<file path="src/rtl/cic_ctrl_pkg.sv">
// Shared types and helpers for the CIC configuration sequencer.
// Holds the sequencer state enum, the decimation-select limit and the saturating-increment helper.
package cic_ctrl_pkg;

    typedef enum logic [1:0] {
        FLUSH   = 2'd0,
        SETTLE  = 2'd1,
        RUN     = 2'd2,
        QUIESCE = 2'd3
    } cic_seq_state_t;

    localparam logic [2:0] SEL_MAX = 3'd4;

    function automatic logic [2:0] clamp_sel(input logic [2:0] sel);
        return (sel > SEL_MAX) ? SEL_MAX : sel;
    endfunction

    // Saturating increment for any counter up to 16 bits wide; w is the counter width.
    function automatic logic [15:0] sat_inc(input logic [15:0] v, input int unsigned w);
        logic [15:0] top;
        top = (w >= 16) ? 16'hFFFF : 16'((32'd1 << w) - 32'd1);
        return (v >= top) ? top : v + 16'd1;
    endfunction

endpackage

</file>
<file path="src/rtl/cic_cfg_sequencer.sv">
// Applies CIC decimation/bypass changes at frame boundaries: flush, transient suppression, overflow supervision.
// Control outputs are registered (1 cycle); sample strobes are gated combinationally; cfg_ready only in RUN.
module cic_cfg_sequencer
    import cic_ctrl_pkg::*;
#(
    parameter int N_STAGES     = 3,
    parameter int RST_CYC      = 2,
    parameter int QUIET_TO     = 64,
    parameter int INIT_SEL     = 0,
    parameter int AUTO_RECOVER = 1
) (
    input  logic       clk,
    input  logic       reset,
    input  logic       cfg_valid,
    output logic       cfg_ready,
    input  logic [2:0] cfg_decim_sel,
    input  logic       cfg_enable,
    input  logic       in_valid,
    output logic       cic_in_valid,
    output logic [2:0] cic_decim_sel,
    output logic       cic_in_enable,
    output logic       cic_sync_reset,
    input  logic       cic_out_valid,
    input  logic [5:0] cic_ovf_flags,
    output logic       out_valid,
    output logic       busy,
    output logic       ovf_irq,
    output logic [7:0] ovf_cnt,
    output logic [15:0] drop_cnt
);

    localparam int RW = $clog2(RST_CYC + 1);
    localparam int QW = $clog2(QUIET_TO + 1);
    localparam int SW = $clog2(N_STAGES + 1);
    localparam logic [2:0] INIT_SEL_C = clamp_sel(3'(INIT_SEL));

    cic_seq_state_t state, state_nxt;

    logic [2:0]    pend_sel, pend_sel_nxt;
    logic          pend_en, pend_en_nxt;
    logic [RW-1:0] rst_cnt;
    logic [QW-1:0] q_cnt;
    logic [SW-1:0] s_cnt;
    logic          ovf_any, ovf_prev, ovf_evt;
    logic          cfg_hs, enter_flush;

    assign cfg_hs      = cfg_valid & cfg_ready;
    assign ovf_any     = |cic_ovf_flags;
    assign ovf_evt     = (state == RUN) & ovf_any & ~ovf_prev;
    assign enter_flush = (state_nxt == FLUSH) && (state != FLUSH);

    assign cic_in_valid = in_valid & (state != FLUSH);
    assign out_valid    = cic_out_valid & ((state == RUN) | (state == QUIESCE));

    always_comb begin
        state_nxt    = state;
        pend_sel_nxt = pend_sel;
        pend_en_nxt  = pend_en;
        case (state)
            RUN: begin
                // A config request outranks an overflow recovery in the same cycle.
                if (cfg_hs) begin
                    pend_sel_nxt = clamp_sel(cfg_decim_sel);
                    pend_en_nxt  = cfg_enable;
                    state_nxt    = cic_in_enable ? QUIESCE : FLUSH;
                end else if (ovf_evt && (AUTO_RECOVER != 0)) begin
                    pend_sel_nxt = cic_decim_sel;
                    pend_en_nxt  = cic_in_enable;
                    state_nxt    = FLUSH;
                end
            end
            QUIESCE: begin
                if (cic_out_valid || (q_cnt == QW'(QUIET_TO - 1)))
                    state_nxt = FLUSH;
            end
            FLUSH: begin
                if (rst_cnt <= RW'(1))
                    state_nxt = SETTLE;
            end
            SETTLE: begin
                // Bypass has no comb transient to wait out.
                if (!cic_in_enable)
                    state_nxt = RUN;
                else if (cic_out_valid && (s_cnt == SW'(N_STAGES - 1)))
                    state_nxt = RUN;
            end
            default: state_nxt = FLUSH;
        endcase
    end

    always_ff @(posedge clk or negedge reset) begin
        if (!reset) begin
            state          <= FLUSH;
            pend_sel       <= INIT_SEL_C;
            pend_en        <= 1'b1;
            rst_cnt        <= RW'(RST_CYC);
            q_cnt          <= '0;
            s_cnt          <= '0;
            cic_decim_sel  <= INIT_SEL_C;
            cic_in_enable  <= 1'b1;
            cic_sync_reset <= 1'b1;
            cfg_ready      <= 1'b0;
            busy           <= 1'b1;
            ovf_prev       <= 1'b0;
            ovf_irq        <= 1'b0;
            ovf_cnt        <= '0;
            drop_cnt       <= '0;
        end else begin
            state          <= state_nxt;
            pend_sel       <= pend_sel_nxt;
            pend_en        <= pend_en_nxt;
            cfg_ready      <= (state_nxt == RUN);
            busy           <= (state_nxt != RUN);
            cic_sync_reset <= (state_nxt == FLUSH);

            if (enter_flush) begin
                cic_decim_sel <= pend_sel_nxt;
                cic_in_enable <= pend_en_nxt;
                rst_cnt       <= RW'(RST_CYC);
            end else if ((state == FLUSH) && (rst_cnt != '0)) begin
                rst_cnt <= rst_cnt - RW'(1);
            end

            if (state != QUIESCE)
                q_cnt <= '0;
            else
                q_cnt <= q_cnt + QW'(1);

            if (state != SETTLE)
                s_cnt <= '0;
            else if (cic_out_valid)
                s_cnt <= s_cnt + SW'(1);

            ovf_prev <= ovf_any;
            ovf_irq  <= ovf_evt;
            if (ovf_evt)
                ovf_cnt <= 8'(sat_inc(16'(ovf_cnt), 8));
            if ((state == FLUSH) && in_valid)
                drop_cnt <= sat_inc(drop_cnt, 16);
        end
    end

endmodule

</file>
<file path="config.mk">
export PLATFORM = sky130hd
export DESIGN_NAME = cic_cfg_sequencer
export DESIGN_NICKNAME = d
export VERILOG_FILES = /design/src/rtl/cic_ctrl_pkg.sv /design/src/rtl/cic_cfg_sequencer.sv
export SDC_FILE = /design/constraint.sdc
export NUM_CORES = 1
export LEC_CHECK = 0
export ABC_AREA = 1
export CORE_MARGIN = 4
export CORE_UTILIZATION = 53
export CTS_BUF_LIST = sky130_fd_sc_hd__clkbuf_2 sky130_fd_sc_hd__clkbuf_4 sky130_fd_sc_hd__clkbuf_8
export DETAILED_ROUTE_END_ITERATION = 10
export HOLD_SLACK_MARGIN = 0.06
export MAX_ROUTING_LAYER = met4
export PLACE_DENSITY_LB_ADDON = 0.05
export SYNTH_ARGS = -nofsm -noshare
export SYNTH_HDL_FRONTEND = slang
export SYNTH_SLANG_ARGS = --single-unit
</file>
<file path="constraint.sdc">
create_clock -name clk -period 2 [get_ports clk]
set_input_delay 0.4 -clock clk [delete_from_list [all_inputs] [get_ports clk]]
set_output_delay 0.4 -clock clk [all_outputs]
set_load 0.01 [all_outputs]
</file>
==> reports/qor.csv <==
stage;metric;value;unit
setup_path;worst_setup_path_end_kind;output pin;
status;status;completed;
route;vias;2116;
grt;grt_pass1_wl;9.18;mm
timing;fmax;526;MHz
timing;max_slew.worst_pin.slew;0.566;ns
clock_tree;cts_tree;built;
grt;track_usage;0.195;
logic_synthesis;syn_area;2500;um^2
layout;fin_util;0.724;
logic_synthesis;synth-warning-count;0;
logic_synthesis;yosysTopAreaCellShare;0.451;
place;place_area;3120;um^2
job;maxCapViolCount;0;
logic_synthesis;synthCells;298;
route;routed_wirelength;5.17;mm
layout;most-common-layout-cells;72 x nand2_1, 46 x clkdlybuf4s50_1, 44 x dfrtp_1;
floorplanning;die_h;76.7;um
setup_path;path_class;primary input to output pin;
layout;syn2layout_area_growth;28.8;%
worst_hold_path;hp-class;primary input to asynchronous set/reset pin;
layout;drive_gt1_frac;0.116;
route;drtIter0Drc;82;
power;netSwitchingFraction;0.366;
setup_path;crit_required;1.60;ns
floorplanning;design.die.area;5880;um^2
layout;antenna_cells;0;
grt;grt_overflow;0;
clock_tree;holdBufCountCts;0;
timing;period_minus_slack;1.90;ns
power;combPwrFrac;0.385;
clock_tree;cts_sinks;50;
logic_synthesis;yosysUniqueCellTypes;31;
power;switchingPower;0.00125;W
route;viasPerCell;5.10;
clock_tree;clk_latency;0.30;ns
logic_synthesis;synth_fp_nets;319;
clock_tree;cts_max_path_buffers;2;
power;power_frac_clock;0.181;
floorplanning;core_area;4440;um^2
timing;hold_viol_final;0;
power;ir_worst_vdd;0.000856;V
timing;worst_hold_slack;0.0821;ns
grt;antenna_found_initial;0;
clock_tree;cts-buffers-inserted;5;
layout;fin_nets;383;
layout;final_common_cell;nand2_1;
route;drt-wirelength-per-cell;12.4;um
timing;finalCritPeriodShare;0.950;
floorplanning;start_util;0.562;
clock_tree;cts.clk_slew.worst_paths;0.09;ns
setup_path;cp-start-kind;primary input;
timing;rsz0062_at_grt;no;
power;power.internal;0.00216;W
logic_synthesis;synth_area_leader_cell;dfrtp_1;
grt;grt_pass1_vias;2040;
power;p_per_area;1060;nW/um^2
route;ant_nets;0;
timing;fin_setup_tns;0;ns
floorplanning;dieWidth;76.7;um
power;power;0.00341;W
place;port_buffers;48;
grt;grt_max_degree;28;
clock_tree;cts_setup_buffers;0;
place;hpwlAfterDp;3.93;mm
timing;maxSlewViolCount;0;
route;dr.pass1.iters;4;
logic_synthesis;synth.avg_cell_area;8.38;um^2
logic_synthesis;synthTopCellsByArea;dfrtp_1 45%, nand2_1 11%, inv_1 6.2%;
timing;setup_viol;0;
place;place_congestion;0.861;
floorplanning;num_io_pins;49;
power;p_seq_frac;0.434;
timing;final.setup_skew;0.00954;ns
timing;relSlewSlack;0.623;
clock_tree;htreeDepth;2;
clock_tree;clockRootBuffer;clkbuf_8;
route;drc;0;
setup_path;crit_arrival;1.50;ns
logic_synthesis;synth_seq_area_share;0.503;
layout;final_area;3220;um^2
power;p_leak;1.60;nW
setup_path;critPathMaxFanout;2;
logic_synthesis;ys_seq_elements;50;
floorplanning;row_count;24;
-- synth_stat cells --
cell,count
o21ai_1,1
nor2_4,3
a21boi_0,1
nor2_1,36
o2111ai_1,1
dfrtp_1,45
o21ai_0,17
nand4_1,3
inv_1,41
dfstp_2,5
mux2i_1,1
ha_1,6
nand3_1,21
nor2_2,3
a31oi_1,1
or2_2,4
nand3_2,1
nor3b_1,4
nand2_1,72
nor3_1,2
a211oi_1,1
xor2_1,6
nand2_4,3
xnor2_1,3
nand3b_1,4
nand2_2,3
a21oi_1,6
mux2_2,1
o211ai_1,1
a22oi_1,1
a21o_1,1
-- kinds of logic (layout without fill, tap and decap cells) --
group / Yosys count / count (layout) / synth area share
AO/OA/AOI/OAI: 31 / 31 / 0.0691
XOR/XNOR: 9 / 9 / 0.0315
adder cells (fa/ha/maj): 6 / 6 / 0.0300
buffers and inverters: 41 / 106 / 0.0616
flip-flops: 50 / 50 / 0.503
multiplexers: 2 / 2 / 0.00851
AND/OR/NAND/NOR: 159 / 159 / 0.296
-- state kept, by name, indices dropped and copies added, names as in the netlist, 2 cells and up --
name	flops
drop_cnt	16
s_cnt	2
cic_decim_sel	3
ovf_cnt	8
state	2
pend_sel	3
q_cnt	7
rst_cnt	2
-- stage by stage --
stage	instances	worst slack [ns]
after floorplan	298	0.511
final	415	0.0999
after CTS	415	0.0190
after global routing	415	0.0566
after detailed placement	407	0.0368
after global placement	407	0.0430
-- timing repair --
| action | in CTS | in global routing |
|---|---|---|
| endpoints found under the setup margin | 0 | 2 |
| gates resized for setup | 0 | 2 |
| endpoints found under the hold margin | 0 | 0 |
-- per-layer routing --
layer,routed length [um],vias to the layer above,track usage
met3,219,2,0.0504
li1,-,1073,-
met2,2450,39,0.312
met5,0,-,-
met4,27,0,0.0453
met1,2470,1002,0.252
-- critical path: stages --
cell and delay [ns]:
clkdlybuf4s50_1 0.47, nand2_1 0.05, inv_1 0.05, clkdlybuf4s50_1 0.52
-- worst paths after layout --
check / start / to / slack (ns) / depth (start not counted)
setup / recovery: cic_out_valid / out_valid / 0.1 / 4
hold / removal: reset / pend_sel[1] / 0.08 / 1
setup reg to reg: rst_cnt[1] / cic_decim_sel[2] / 0.31 / 8
hold reg to reg: q_cnt[0] / q_cnt[0] / 0.47 / 1
max in group asynchronous: reset / drop_cnt[7] / 1.38 / 2
min in group clk: q_cnt[0] / q_cnt[0] / 0.47 / 1
-- cell type report --
cell class                 count  area [um^2]
clock buffer                   7         90.1
clock inverter                 1         5.00
fill                         363         1230
inverter                      41          154
multi-input combinational    207         1090
sequential                    50         1260
tap                           52         65.1
timing repair buffer          57          558
-- power groups by stage --
stage | Sequential (W) | Combinational [W] | Clock, W
floorplan | 0.00151 | 0.000750 | 0
global placement | 0.00149 | 0.00129 | 0
detailed placement | 0.00150 | 0.00131 | 0
CTS | 0.00148 | 0.00133 | 0.000625
global route | 0.00152 | 0.00149 | 0.000682
finish | 0.00148 | 0.00131 | 0.000618
No activity file was read; power rests on OpenSTA's default activity.
